**src/rtl/key_pkg.sv**
```systemverilog
// Shared types and constants for the key assembler.
// Holds the FSM state enum, data widths, defaults and a counter-width helper.
package key_pkg;

   localparam int KEY_W  = 32;
   localparam int BYTE_W = 8;

   localparam int unsigned TIMEOUT_DEF        = 1024;
   localparam int unsigned MAX_TRIES_DEF      = 8;
   localparam int unsigned LOCKOUT_CYCLES_DEF = 65536;

   typedef enum logic [1:0] {
      IDLE,
      COLLECT,
      LOCKED
   } state_t;

   // Bits needed to hold 0..n, never less than one.
   function automatic int unsigned cw(input int unsigned n);
      return (n == 0) ? 1 : $clog2(n + 1);
   endfunction

endpackage

```
**src/rtl/timeout_counter.sv**
```systemverilog
// Loadable down-counter, flags expired while the count sits at zero.
// Ports: clk, rst (sync), load/load_val, en (decrement), expired.
module timeout_counter #(
   parameter int unsigned W = 1
) (
   input  logic         clk,
   input  logic         rst,
   input  logic         load,
   input  logic [W-1:0] load_val,
   input  logic         en,
   output logic         expired
);

   logic [W-1:0] cnt;

   always_ff @(posedge clk) begin
      if (rst)
         cnt <= '0;
      else if (load)
         cnt <= load_val;
      else if (en && cnt != '0)
         cnt <= cnt - 1'b1;
   end

   assign expired = (cnt == '0);

endmodule

```
**src/rtl/key_assembler.sv**
```systemverilog
// Packs four handshaked bytes into a 32-bit key with timeout and lockout.
// Ports: clk, rst, in_data/in_valid/in_ready, key, key_strobe, abort, locked, byte_count.
module key_assembler
   import key_pkg::*;
#(
   parameter bit          MSB_FIRST      = 1'b1,
   parameter int unsigned TIMEOUT        = TIMEOUT_DEF,
   parameter int unsigned MAX_TRIES      = MAX_TRIES_DEF,
   parameter int unsigned LOCKOUT_CYCLES = LOCKOUT_CYCLES_DEF
) (
   input  logic              clk,
   input  logic              rst,
   input  logic [BYTE_W-1:0] in_data,
   input  logic              in_valid,
   output logic              in_ready,
   output logic [KEY_W-1:0]  key,
   output logic              key_strobe,
   output logic              abort,
   output logic              locked,
   output logic [1:0]        byte_count
);

   localparam int unsigned IW = cw(TIMEOUT);
   localparam int unsigned LW = cw(LOCKOUT_CYCLES);
   localparam int unsigned AW = cw(MAX_TRIES);

   localparam logic [IW-1:0] IDLE_LOAD = IW'(TIMEOUT);
   // Loaded with one less so expiry lands in the last locked cycle.
   localparam logic [LW-1:0] LOCK_LOAD = LW'(LOCKOUT_CYCLES - 1);
   localparam logic [AW-1:0] TRY_MAX   = AW'(MAX_TRIES);

   state_t state;
   state_t state_nx;

   logic [BYTE_W-1:0] b0;
   logic [BYTE_W-1:0] b1;
   logic [BYTE_W-1:0] b2;
   logic [AW-1:0]     tries;
   logic [AW-1:0]     tries_inc;
   logic [KEY_W-1:0]  word;

   logic accept;
   logic done;
   logic lock_now;
   logic to_fire;
   logic idle_exp;
   logic lock_exp;

   assign accept = in_valid & in_ready;
   assign done   = (state == COLLECT) && accept
                   && (byte_count == 2'd3);

   assign tries_inc = (tries == '1) ? tries : tries + 1'b1;
   assign lock_now  = done && (MAX_TRIES != 0)
                      && (tries_inc == TRY_MAX);

   // A byte arriving in the expiry cycle wins over the timeout.
   assign to_fire = (TIMEOUT != 0) && (state == COLLECT)
                    && idle_exp && !accept;

   assign word = MSB_FIRST ? {b0, b1, b2, in_data}
                           : {in_data, b2, b1, b0};

   assign locked = (state == LOCKED);

   timeout_counter #(.W(IW)) u_idle (
      .clk      (clk),
      .rst      (rst),
      .load     (accept),
      .load_val (IDLE_LOAD),
      .en       (state == COLLECT),
      .expired  (idle_exp)
   );

   timeout_counter #(.W(LW)) u_lock (
      .clk      (clk),
      .rst      (rst),
      .load     (lock_now),
      .load_val (LOCK_LOAD),
      .en       (state == LOCKED),
      .expired  (lock_exp)
   );

   always_comb begin
      state_nx = state;
      unique case (state)
         IDLE: begin
            if (accept)
               state_nx = COLLECT;
         end
         COLLECT: begin
            if (done)
               state_nx = lock_now ? LOCKED : IDLE;
            else if (to_fire)
               state_nx = IDLE;
         end
         LOCKED: begin
            if (lock_exp)
               state_nx = IDLE;
         end
         default: state_nx = IDLE;
      endcase
   end

   always_ff @(posedge clk) begin
      if (rst) begin
         state      <= IDLE;
         in_ready   <= 1'b0;
         key        <= '0;
         key_strobe <= 1'b0;
         abort      <= 1'b0;
         byte_count <= 2'd0;
         tries      <= '0;
         b0         <= '0;
         b1         <= '0;
         b2         <= '0;
      end else begin
         state      <= state_nx;
         in_ready   <= (state_nx != LOCKED);
         key_strobe <= done;
         abort      <= to_fire;
         if (done) begin
            key        <= word;
            byte_count <= 2'd0;
            tries      <= tries_inc;
         end else if (accept) begin
            unique case (byte_count)
               2'd0:    b0 <= in_data;
               2'd1:    b1 <= in_data;
               default: b2 <= in_data;
            endcase
            byte_count <= byte_count + 2'd1;
         end else if (to_fire) begin
            byte_count <= 2'd0;
         end
         if (state == LOCKED && lock_exp)
            tries <= '0;
      end
   end

endmodule
```
**config.mk**
```make
export PLATFORM = sky130hd
export DESIGN_NAME = key_assembler
export DESIGN_NICKNAME = d
export VERILOG_FILES = /design/src/rtl/key_pkg.sv /design/src/rtl/timeout_counter.sv /design/src/rtl/key_assembler.sv
export SDC_FILE = /design/constraint.sdc
export NUM_CORES = 1
export LEC_CHECK = 0
export ABC_AREA = 1
export CELL_PAD_IN_SITES_DETAIL_PLACEMENT = 1
export CELL_PAD_IN_SITES_GLOBAL_PLACEMENT = 2
export CORE_MARGIN = 10
export CORE_UTILIZATION = 32
export DETAILED_ROUTE_END_ITERATION = 12
export PLACE_DENSITY = 0.82
export SLEW_MARGIN = 20
export SYNTH_ARGS = -nofsm -noshare
export SYNTH_HDL_FRONTEND = slang
export SYNTH_SLANG_ARGS = --single-unit
```
**constraint.sdc**
```tcl
create_clock -name clk -period 2.2 [get_ports clk]
set_clock_uncertainty 0.2 [all_clocks]
set_input_delay 0.33 -clock clk [delete_from_list [all_inputs] [get_ports clk]]
set_output_delay 0.33 -clock clk [all_outputs]
set_load 0.01 [all_outputs]
```
After elaboration in Yosys (flattened, before gate mapping)
Cells that the tools add are included.
{"block": "word_totals", "ff_bits": 95, "latchBits": 0, "ram_bits": 0, "mem_bits_ro": 0, "output_inout_bits": 38, "wordCells": 67, "mem_count": 0}
{"block": "op_classes", "addsub": 4, "n_mul": 0, "div": 0, "n_lt_le_gt_ge": 0, "n_eq_ne": 7, "shifts": 0, "n_mux": 13, "bitwise": 3, "n_reduce_logical": 26}
{"operator": "2-to-1 mux 16 bit", "count": 2}
{"operator": "2-to-1 mux 11 bit", "count": 2}
{"operator": "zero test 17 bit", "count": 1}
{"operator": "nonzero test 17 bit", "count": 1}
{"operator": "subtractor 17 x 1 -> 17 bit (second input constant)", "count": 1}
{"operator": "2-to-1 mux 2 bit", "count": 7}
{"operator": "zero test 11 bit", "count": 1}
{"operator": "nonzero test 11 bit", "count": 1}
{"operator": "subtractor 11 x 1 -> 11 bit (second input constant)", "count": 1}
{"operator": "OR reduction 2 bit", "count": 5}
{"operator": "AND reduction 3 bit", "count": 3}
{"operator": "== test 4 bit (second input constant)", "count": 2}
{"operator": "logical AND 1 bit", "count": 8}
{"operator": "one-hot mux 2 bit (3 select lines)", "count": 1}
{"operator": "nonzero test 2 bit", "count": 3}
{"operator": "adder 4 x 1 -> 4 bit (second input constant)", "count": 1}
{"operator": "== test 2 x 1 -> 1 bit (second input constant)", "count": 2}
{"operator": "== test 2 bit (second input constant)", "count": 2}
{"operator": "zero test 2 bit", "count": 2}
{"operator": "2-to-1 mux 4 bit", "count": 1}
{"operator": "adder 2 x 1 -> 2 bit (second input constant)", "count": 1}
{"operator": "!= test 2 bit (second input constant)", "count": 1}
{"operator": "NOT 1 bit", "count": 2}
{"operator": "bitwise AND 1 bit", "count": 1}
{"operator": "zero test 1 bit", "count": 1}

Depth between registers and ports, before layout
Gate-level depths: netlist of run 1.
{"block": "depth", "ltp_word": 8, "ltp_mapped": 14, "mapped_depth_nobuf": 14}

Cells and area by module
Synthesis of run 1 repeated with hierarchy kept, for this count alone.
{"block": "hier_totals", "cells_unflattened": 669, "area_unflattened_um2": 4680.7}
{"mod": "key_assembler", "instances": 1, "cells_each": 351, "area_each_um2": 2707.6, "seq_area_each_um2": 1341.3}
{"mod": "timeout_counter at u_lock", "instances": 1, "cells_each": 200, "area_each_um2": 1187.4, "seq_area_each_um2": 340.3}
{"mod": "timeout_counter at u_idle", "instances": 1, "cells_each": 118, "area_each_um2": 785.8, "seq_area_each_um2": 220.2}

Worst setup path before layout of run 1
Ideal clock, no wire load.
{"block": "synth_timing", "path_kind": "register to register", "start": "register byte_count[0]", "end": "register u_lock.cnt[10]", "arrival_time_ns": 1.414, "required_ns": 1.872, "setup_slack_ns": 0.459, "stages_incl_launch_ff": 11, "path_buffers": 0, "period_less_slack_ns": 1.741, "path_cell_list": "dfxtp_1 -> ha_1 -> nand3_2 -> nor2_4 -> nand2_2 -> nor2_2 -> nand2_2 -> nand2_1 -> nor2_1 -> nor2_1 -> nor2_1"}
{"block": "synth_between", "elab_chain_cells": 4, "elab_cells_between_ends": 5, "cone_classes": "eq/ne (1); mux (1); reduce/logical (3)"}
{"element": "from (decl)", "line_no": "key_assembler.sv:20", "text": "output logic [1:0] byte_count"}
{"element": "from (signal assigned)", "line_no": "key_assembler.sv:132", "text": "byte_count <= byte_count + 2'd1;"}
{"element": "== test 2 bit *", "line_no": "key_assembler.sv:51", "text": "&& (byte_count == 2'd3);"}
{"element": "logical AND 1 bit *", "line_no": "key_assembler.sv:51"}
{"element": "logical AND 1 bit *", "line_no": "key_assembler.sv:55", "text": "&& (tries_inc == TRY_MAX);"}
{"element": "2-to-1 mux 16 bit / nonzero test 2 bit (equally long branches)"}
{"element": "to (signal assigned)", "line_no": "timeout_counter.sv:20", "text": "cnt <= load_val;"}
{"element": "to (signal assigned)", "line_no": "timeout_counter.sv:22", "text": "cnt <= cnt - 1'b1;"}
{"element": "to (decl)", "line_no": "timeout_counter.sv:14", "text": "logic [W-1:0] cnt;"}
Every way passes the cells marked *; elsewhere a longest branch is shown, timed or not.
A chain may end at the register's enable or synchronous reset.

Worst setup path in the final report of run 1
{"block": "layout_timing", "start": "register state[1]", "end": "output locked"}
{"block": "layout_between", "elab_chain_cells": 1}
{"element": "from (decl)", "line_no": "key_assembler.sv:32", "text": "state_t state;"}
{"element": "from (signal assigned)", "line_no": "key_assembler.sv:118", "text": "state <= state_nx;"}
{"element": "== test 2 bit", "line_no": "key_assembler.sv:64", "text": "assign locked = (state == LOCKED);"}
{"element": "to (decl)", "line_no": "key_assembler.sv:19", "text": "output logic locked,"}
No other way between the ends.

==> summary.md, run 1 <==
| Metric | Value |
|---|---|
| Place WS | -0.0273 ns |
| Routed wire length | 11.7 mm |
| Share of the synthesized area in the top cell type | 0.446 |
| Die ar. | 18300 µm² |
| Seq cells post-synth | 95 |
| TNS Setup | 0 ns |
| Hold Violations, Final | 0 |
| Most frequent cells in the layout | nand2_1, dfxtp_1, inv_1 |
| Peak supply drop | 0.428 mV |
| Final antenna-violating net count | 0 |
| WS Path Type | register to output pin |
| Final setup viols | 0 |
| Maxcap violations | 0 |
| Per-instance average area after synthesis | 7.45 µm² |
| Main synth FF type | dfxtp_1 |
| Register area share after synthesis | 0.446 |
| Slew headroom | 0.577 |
| CORE AREA | between 10000 and 15000 µm² |
| Syn-to-layout area delta | 24.3% |
| DP Area | 4980 µm² |
| RSZ-0062 raised after global routing | no |
| Crit path launch type | register |
| Design area | approximately 5300 µm² |
| Top cells by area, synth | dfxtp_1, nand2_1, inv_1 |
| Worst Path Required | 1.67 ns |
| Min cycle time layout | 2.04 ns |
| Post-synth EDFFs | 0 |
| Pwr dens | 703 nW/µm² |
| Final worst-path cycle share | 0.928 |
| Gate Count Post-Synth | 572 |
| Initial antenna violation count | 0 |
| FILL cells | between 1.5k and 2k |
| Dpl hpwl | 8.78 mm |
| Root Driver | clkbuf_16 |
| Inserted Clock Buffers | 9 |
| Die W | 135 µm |
| Asr flop ratio synth | 0 |
| Setup WS post-layout | 0.157 ns |
| Final net count | 649 |
| Worst-margin pin slew | 0.634 ns |
| DRC viols | 0 |
| Total track usage | 0.134 |
| Starting Density | 0.324 |
| 1st-iter DRT viols | around 140 |
| Synth Net Count | 591 |
| CTS tree | built |
| Status | complete, no violations |
| CP endpoint kind | output pin |
| Fraction of layout cells with a size suffix above 1 | 0.118 |
| Hold Worst Slack | 0.247 ns |
| Via/cell ratio | around 4.7 |
| Clock transition at the registers of the reported paths | 0.07 ns |
| CTS Hold Bufs | 0 |
| Max Freq | 490 MHz |
| Most common cell after layout, fill and taps aside | nand2_1 |
| CP Max Fanout | 4 |
| Post-synthesis cell type count | 34 |
| Clock latency on the worst-skew pair | 0.35 ns |
| Total congestion overflow | 0 |
| Via count | 3815 |
| Critical Path Slowest Stage Cell | clkdlybuf4s50_1 |
| Largest area contributor in the netlist | dfxtp_1 |
| Rows | 42 |
| Die height | about 140 µm |
| N_diodes | 0 |
| Leak | 2.28 nW |
| IO Port Bufs | 48 |
| CP max stage delay | between 0.5 and 0.6 ns |
| Vias in the first global route | 4096 |
| I/O pins | 49 |
| Sink Count | 95 |
| Mapped Area | 4260 µm² |
| Hold crit path type | register to register |
| Initial DRT Pass Iterations | 4 |
| Slew Viols, Final | 0 |
| Sequence of cells on the critical path | inv_2, nor2_2, clkdlybuf4s50_1 |
| Avg WL per Cell | 14.5 µm |
| First-pass GRT wire length | ~20 mm |
| WP data arrival | about 1.5 ns |
| Yosys warns | 0 |
| Max Root-Sink Buffers | 2 |
| H-tree levels | 3 |
| Gp weighted congestion | 0.781 |
| Largest net degree at the start of global routing | 35 |
flip-flops by register name, summed over array words and instances (netlist names), 2 cells and up:
signal	cells
key	32
u_lock.cnt	17
u_idle.cnt	11
b0	8
b1	8
b2	8
tries	4
byte_count	2
state	2
logic make-up after synthesis:
| family | count (synthesis) | synth area share |
|---|---|---|
| AO/OA/AOI/OAI | 109 | 0.157 |
| flip-flops | 95 | 0.446 |
| buffers and inverters | 94 | 0.0946 |
| XOR/XNOR | 6 | 0.0123 |
| AND/OR/NAND/NOR | 260 | 0.266 |
| adder cells (fa/ha/maj) | 8 | 0.0235 |
stage by stage:
step | power (mW) | util | instances
after floorplan | 2.06 | - | 572
after global placement | 2.16 | 0.379 | 795
after detailed placement | 2.17 | 0.379 | 795
after CTS | 3.78 | 0.402 | 811
after global routing | 3.91 | 0.403 | 811
final | 3.72 | 0.403 | 811
metal layers:
layer	up-vias	GRT usage	routed length [µm]
met5	-	0	0
met4	0	0.0305	108
met3	8	0.0408	366
met2	33	0.232	5890
met1	1836	0.160	5380
li1	1938	-	-
critical path, delay by kind of cell, from the launching register on:
family	cells	cell delay, ns
flops	1	0.37
buf+inv	2	0.65
simple gates	1	0.15
what timing repair did:
action,4_1_cts,5_1_grt
setup buffers,0,0
gates resized for setup,0,2
setup endpoints to repair,0,11
synthesized netlist by cell type (2+ instances only):
library cell and number:
clkbuf_1 6, nand4_1 13, xnor2_1 3, xor2_1 3
buf_6 4, a22o_1 8, buf_2 4, o21ai_0 34
a21oi_1 41, nor2_2 7, inv_1 72, nor2_1 69
nand3b_1 4, inv_2 3, buf_4 4, nand3_1 26
o21ai_2 20, dfxtp_1 95, nand2_1 130, ha_1 8
o21ai_1 2, nand2_2 4
report_power, final:
group / internal, mW / total, mW / switching [mW]
Sequential: 1.76 / 1.78 / 0.0231
Clock: 0.890 / 1.59 / 0.696
Combinational: 0.130 / 0.351 / 0.221
Total: 2.78 / 3.72 / 0.940
cell type report:
| type | count | area [µm²] | area share |
|---|---|---|---|
| Multi-Input combinational cell | 383 | 1970 | 0.372 |
| Timing Repair Buffer | 65 | 621 | 0.117 |
| Tap cell | 176 | 220 | 0.0416 |
| Clock buffer | 10 | 229 | 0.0433 |
| Inverter | 76 | 285 | 0.0539 |
| Sequential cell | 95 | 1900 | 0.359 |
| Clock inverter | 6 | 68.8 | 0.0130 |
worst paths after layout:
| check | from | to | slack, ns | cells after the start |
|---|---|---|---|---|
| worst min-delay path | b2[1] | b2[1] | 0.25 | 2 |
| worst max-delay path | state[1] | locked | 0.16 | 3 |
| worst min register to register | b2[1] | b2[1] | 0.25 | 2 |
| worst max register to register | u_lock.cnt[1] | u_lock.cnt[6] | 0.20 | 14 |
Power figures use the tool's default switching activity.
==> inputs of run 2 (changes only) <==
- CAP_MARGIN: not set -> 30
- CORE_UTILIZATION: 32 -> 33
- CTS_BUF_LIST: not set -> sky130_fd_sc_hd__clkbuf_2
- GPL_ROUTABILITY_DRIVEN: not set -> 0
- PLACE_DENSITY: 0.82 -> 0.84
==> run 2 against run 1 <==
  * Maximum frequency decreased by 3.8%
  * Combinational power shrank 1%
  * Register-to-register slack gained 0.03 ns
==> summary.md, run 2 (synthesis gave the netlist of run 1 again) <==
| Metric | Value |
|---|---|
| Power consumption | 3.04 mW (was 3.72 mW) |
| Hold crit path type | input pin to register (was register to register) |
| Initial antenna violation count | 0 (unchanged) |
| Via count | 3855 (was 3815) |
| Slew headroom | 0.670 (was 0.577) |
| Routed wire length | 11.6 mm (was 11.7 mm) |
| Vias in the first global route | 4070 (was 4096) |
| Min cycle time layout | 2.12 ns (was 2.04 ns) |
| Die ar. | 17900 µm² (was 18300 µm²) |
| Hold Worst Slack | 0.169 ns (was 0.247 ns) |
| IO Port Bufs | 48 (unchanged) |
| Total congestion overflow | 0 (unchanged) |
| Rows | 41 (was 42) |
| Final net count | 649 (unchanged) |
| FILL cells | 1627 (was 1648) |
| Syn-to-layout area delta | 20.2% (was 24.3%) |
| Multi-input logic area | 1960 µm² (was 1970 µm²) |
| Hold Violations, Final | 0 (unchanged) |
| Most common cell after layout, fill and taps aside | nand2_1 (unchanged) |
| Crit path buffers/inverters | 1 (was 2) |
| CP top delay family | buffers and inverters (unchanged) |
| Worst Path Required | 1.67 ns (about the same) |
| Status | complete, no violations (unchanged) |
| Hold Crit Start | rst (was b2[1]) |
| Slew Viols, Final | 0 (unchanged) |
| CP startpoint | key[4] (was state[1]) |
| Maxcap violations | 0 (unchanged) |
| RSZ-0062 raised after global routing | no (unchanged) |
| CTS tree | built (unchanged) |
| Root Driver | clkbuf_2 (was clkbuf_16) |
| Die W | 134 µm (was 135 µm) |
| Reg2reg start | tries[1] (was u_lock.cnt[1]) |
| WP data arrival | 1.59 ns (was 1.51 ns) |
| Final setup viols | 0 (unchanged) |
| CTS Hold Bufs | 0 (unchanged) |
| CP max stage delay | 0.56 ns (was 0.58 ns) |
| CP Max Fanout | 2 (was 4) |
| Clock transition at the registers of the reported paths | 0.25 ns (was 0.07 ns) |
| Largest net degree at the start of global routing | 35 (unchanged) |
| Avg WL per Cell | 14.4 µm (was 14.5 µm) |
| Initial DRT Pass Iterations | 4 (unchanged) |
| Post-CTS setup buffer count | 0 (unchanged) |
| I/O pins | 49 (unchanged) |
| Sequence of cells on the critical path | clkdlybuf4s50_1 (was inv_2, nor2_2, clkdlybuf4s50_1) |
| Leak | 2.23 nW (was 2.28 nW) |
| Final worst-path cycle share | 0.965 (was 0.928) |
| Max Freq | 471 MHz (was 490 MHz) |
| Peak supply drop | 0.297 mV (was 0.428 mV) |
| H-tree levels | 3 (unchanged) |
| CP endpoint kind | output pin (unchanged) |
| Most frequent cells in the layout | nand2_1, dfxtp_1, inv_1 (unchanged) |
| WS Path Type | register to output pin (unchanged) |
| Most flops, register | key (unchanged) |
| Fraction of layout cells with a size suffix above 1 | 0.134 (was 0.118) |
| Crit path launch type | register (unchanged) |
| TNS Setup | 0 ns (unchanged) |
| CORE AREA | 12600 µm² (was 13100 µm²) |
| Starting Density | 0.338 (was 0.324) |
| Die height | 134 µm (was 135 µm) |
| Largest registers | key (32), u_lock.cnt (17), u_idle.cnt (11) (unchanged) |
| Max Root-Sink Buffers | 2 (unchanged) |
| Clock latency on the worst-skew pair | 0.64 ns (was 0.35 ns) |
| Pwr dens | 594 nW/µm² (was 703 nW/µm²) |
| Worst-margin pin slew | 0.494 ns (was 0.634 ns) |
| Final antenna-violating net count | 0 (unchanged) |
| 1st-iter DRT viols | 157 (was 144) |
| N_diodes | 0 (unchanged) |
| Reg area | 1920 µm² (was 1900 µm²) |
| Via/cell ratio | 4.78 (was 4.70) |
| Inserted Clock Buffers | 9 (unchanged) |
| Largest register FFs | 32 (unchanged) |
| Number of gates resized after CTS | 7 (was 0) |
| Critical Path Slowest Stage Cell | clkdlybuf4s50_1 (unchanged) |
| Dpl hpwl | 8.79 mm (was 8.78 mm) |
| Sink Count | 95 (unchanged) |
| DRC viols | 0 (unchanged) |
| Finished Core Util | 0.406 (was 0.403) |
| First-pass GRT wire length | 19.6 mm (was 20.0 mm) |
| Total track usage | 0.133 (was 0.134) |
==> run 2: changes by cell type in the layout (fill, tap and decap cells not counted), sizes merged <==
cell and change:
clkbuf -1, clkdlybuf4s50 -2, clkinv +2, inv -1, dlygate4sd2 +2
==> run 2: per-stage QoR <==
stage / worst slack, ns / std cells / area, µm²
6_report: 0.0762 / 807 / 5120
3_3_place_gp: 0.0669 / 791 / 4990
3_5_place_dp: -0.0193 / 791 / 4990
4_1_cts: 0.00897 / 807 / 5110
2_1_floorplan: 0.459 / 572 / 4260
5_1_grt: 0.000253 / 807 / 5120
==> run 2: worst paths after layout <==
check	endpoint	slack, ns	cells past startpoint
min	u_idle.cnt[10]	0.17	4
max reg2reg	u_lock.cnt[13]	0.23	10
min reg2reg	key[28]	0.27	2
max	key[4]	0.08	1
==> run 2: report_power, final <==
group / switching [mW] / internal, mW / leakage (nW)
clock network: 0.645 / 0.263 / 0.0676
registers: 0.0213 / 1.77 / 0.774
logic: 0.219 / 0.128 / 1.39
==> run 2: area by class of cell <==
cell class / instances / share of cell area
multi-input combinational: 383 / 0.382
tap: 172 / 0.0420
sequential: 95 / 0.375
clock buffer: 9 / 0.00880
inverter: 76 / 0.0557
timing repair buffer: 65 / 0.123
clock inverter: 7 / 0.0139
==> run 2: per-layer routing <==
metal | vias to the layer above | share of wire | track usage
li1 | 1947 | - | -
met1 | 1857 | 0.45 | 0.152
met2 | 40 | 0.50 | 0.236
met3 | 11 | 0.037 | 0.0320
met4 | 0 | 0.012 | 0.0484
met5 | - | 0 | 0
==> inputs of run 3 (changes only) <==
- ABC_AREA: 1 -> not set
- CORE_UTILIZATION: 33 -> 35
- PLACE_DENSITY: 0.84 -> 0.85
==> run 3 against run 2 <==
  * Flip-flop and latch count unchanged
  * Highest routed layer unchanged
  * Final cell count down 15%
  * Hold slack better by 0.050 ns
  * Via count down 5.1%
  * Synthesized area down 5.8%
  * Combinational power down 24%
  * Register-to-register slack worse by 0.20 ns
  * Largest cell class unchanged
  * Clock power up 19%
  * Non-clock buffer count up 27
  * Power up 2.6%
  * Sequential power about the same
  * Critical endpoint is now u_lock.cnt[10]
==> summary.md, run 3 <==
| Metric | Value |
|---|---|
| Vias in the first global route | 3902 (was 4070) |
| Gate Count Post-Synth | 458 (was 572) |
| Inserted Clock Buffers | 9 (unchanged) |
| Reg area | 1920 µm² (about the same) |
| Maxcap violations | 0 (unchanged) |
| IO Port Bufs | 48 (unchanged) |
| Main synth FF type | dfxtp_1 (unchanged) |
| CTS tree | built (unchanged) |
| Hold Violations, Final | 0 (unchanged) |
| N_diodes | 0 (unchanged) |
| Final antenna-violating net count | 0 (unchanged) |
| Min cycle time layout | 2.17 ns (was 2.12 ns) |
| Fraction of layout cells with a size suffix above 1 | 0.173 (was 0.134) |
| Final setup viols | 0 (unchanged) |
| Share of the synthesized area in the top cell type | 0.474 (was 0.446) |
| Initial antenna violation count | 0 (unchanged) |
| Slew headroom | 0.551 (was 0.670) |
| Worst-margin pin slew | 0.673 ns (was 0.494 ns) |
| Largest net degree at the start of global routing | 67 (was 35) |
| Crit path launch type | register (unchanged) |
| FILL cells | 1342 (was 1627) |
| Peak supply drop | 0.381 mV (was 0.297 mV) |
| Root Driver | clkbuf_2 (unchanged) |
| 1st-iter DRT viols | 172 (was 157) |
| Dpl hpwl | 8.13 mm (was 8.79 mm) |
| WS Path Type | register to register (was register to output pin) |
| Total congestion overflow | 0 (unchanged) |
| DRC viols | 0 (unchanged) |
| Routed wire length | 11.4 mm (was 11.6 mm) |
| Post-synthesis cell type count | 50 (was 34) |
| Via count | 3657 (was 3855) |
| Largest register FFs | 32 (unchanged) |
| Clock transition at the registers of the reported paths | 0.24 ns (was 0.25 ns) |
| H-tree levels | 3 (unchanged) |
| I/O pins | 49 (unchanged) |
| R2r worst-path depth | 4 (was 10) |
| Place WS | -0.0638 ns (was -0.0193 ns) |
| Largest area contributor in the netlist | dfxtp_1 (unchanged) |
| CP endpoint kind | register (was output pin) |
| Max Freq | 461 MHz (was 471 MHz) |
| Largest registers | key (32), u_lock.cnt (17), u_idle.cnt (11) (unchanged) |
| Top cells by area, synth | dfxtp_1, mux2i_1, nand2_1 (was dfxtp_1, nand2_1, inv_1) |
| CP Max Fanout | 3 (was 2) |
| Syn-to-layout area delta | 28.6% (was 20.2%) |
| Most common cell after layout, fill and taps aside | dfxtp_1 (was nand2_1) |
| Yosys warns | 0 (unchanged) |
| Die W | 127 µm (was 134 µm) |
| Leak | 2.03 nW (was 2.23 nW) |
| TNS Setup | 0 ns (unchanged) |
| Avg WL per Cell | 16.6 µm (was 14.4 µm) |
| Worst Path Required | 2.51 ns (was 1.67 ns) |
| Hold Worst Slack | 0.219 ns (was 0.169 ns) |
| Placed insts | 662 (was 791) |
| Total track usage | 0.141 (was 0.133) |
| Initial DRT Pass Iterations | 4 (unchanged) |
| Most numerous cell in the Yosys netlist | dfxtp_1 (was nand2_1) |
| Synth top cells by count | dfxtp_1, nand2_1, nor2_1, a21oi_1, mux2i_1 (was nand2_1, dfxtp_1, inv_1, nor2_1, a21oi_1) |
| Per-instance average area after synthesis | 8.76 µm² (was 7.45 µm²) |
| Register area share after synthesis | 0.474 (was 0.446) |
| Most flops, register | key (unchanged) |
| RSZ-0062 raised after global routing | yes (was no) |
| Rows | 39 (was 41) |
| Multi-input logic area | 2030 µm² (was 1960 µm²) |
| Post-synth EDFFs | 0 (unchanged) |
| CORE AREA | 11300 µm² (was 12600 µm²) |
| Finished Core Util | 0.456 (was 0.406) |
| Hold depth | 3 (was 4) |
| Mapped Area | 4010 µm² (was 4260 µm²) |
| Hold crit path type | input pin to register (unchanged) |
| Starting Density | 0.355 (was 0.338) |
| Pwr dens | 605 nW/µm² (was 594 nW/µm²) |
| Final net count | 556 (was 649) |
| Die ar. | 16200 µm² (was 17900 µm²) |
| Post-Layout Cell Count | 685 (was 807) |
| Max Root-Sink Buffers | 2 (unchanged) |
| Most frequent cells in the layout | dfxtp_1, nand2_1, clkdlybuf4s50_1 (was nand2_1, dfxtp_1, inv_1) |
| Status | complete, no violations (unchanged) |
| Sink Count | 95 (unchanged) |
| Synth Net Count | 477 (was 591) |
| Final worst-path cycle share | 0.986 (was 0.965) |
| Die height | 127 µm (was 134 µm) |
| WP data arrival | 2.48 ns (was 1.59 ns) |
| Asr flop ratio synth | 0 (unchanged) |
| Clock latency on the worst-skew pair | 0.56 ns (was 0.64 ns) |
| First-pass GRT wire length | 19.1 mm (was 19.6 mm) |
| Seq cells post-synth | 95 (unchanged) |
| Setup WS post-layout | 0.0299 ns (was 0.0762 ns) |
| Via/cell ratio | 5.34 (was 4.78) |
| Slew Viols, Final | 0 (unchanged) |
run 3: changes by cell type after synthesis, sizes merged, moves of 8 or more:
cell / previous run / this run
nor4: 0 / 8
a31oi: 0 / 11
or4: 0 / 15
nand3: 27 / 10
o21ai: 56 / 6
inv: 75 / 11
nand2: 135 / 72
nand4: 13 / 4
buf: 12 / 2
o31ai: 1 / 9
clkbuf: 6 / 22
a22o: 8 / 0
nor2: 78 / 47
mux2i: 0 / 27
run 3: cells by family (layout without fill, tap and decap cells):
logic type,Yosys count,after routing,synth area share
AOI/OAI and AO/OA,97,97,0.153
xor gates and xnor gates,3,3,0.00655
adders and majority gates,8,8,0.0249
buffers and inverters,36,120,0.0343
and+or+nand+nor,192,192,0.240
muxes,27,27,0.0673
DFF,95,95,0.474
run 3: timing repair:
action	CTS	global route
pin swaps	2	6
hold buffers	1	0
setup endpoints to repair	6	19
resized for setup	10	20
cloned	1	0
buffers inserted	2	3
endpoints found under the hold margin	10	0
run 3: final timing paths:
| path | startpoint | to | slack (ns) |
|---|---|---|---|
| worst max-delay path | u_lock.cnt[7] | u_lock.cnt[10] | 0.03 |
| worst min-delay path | in_data[7] | key[7] | 0.22 |
| worst max register to register | u_lock.cnt[7] | u_lock.cnt[10] | 0.03 |
| worst min register to register | b1[3] | key[19] | 0.27 |
run 3: power breakdown:
group / switching [mW] / internal [mW] / total (mW)
Sequential: 0.0213 / 1.75 / 1.78
Clock: 0.591 / 0.493 / 1.08
Combinational: 0.147 / 0.115 / 0.262
run 3: cell type report:
class                   count  area share
flip-flops and latches     95       0.371
clock buffers              10     0.00970
multi-input cells         327       0.394
inverters                  12     0.00921
clock inverters             6      0.0208
well taps                 143      0.0347
repair buffers             92       0.160
run 3: through the flow:
| step | instance area [µm²] | power [mW] |
|---|---|---|
| final | 5160 | 3.12 |
| after global placement | 4870 | 2.05 |
| after floorplan | 4020 | 1.95 |
| after global routing | 5160 | 3.27 |
| after detailed placement | 4870 | 2.06 |
| after CTS | 5080 | 3.16 |
run 3: metal layers:
metal  vias up  part of all wire  GRT usage
li1       1803                 -          -
met4         0            0.0088     0.0322
met3        11             0.046     0.0430
met5         -                 0          0
met1      1792              0.44      0.167
met2        51              0.50      0.245
run 3: critical path, cell delays in order, from the launching register on:
cell and delay, ns:
dfxtp_2 0.38, or4_4 0.55, or3_4 0.36, or4_4 0.51, a31oi_1 0.13
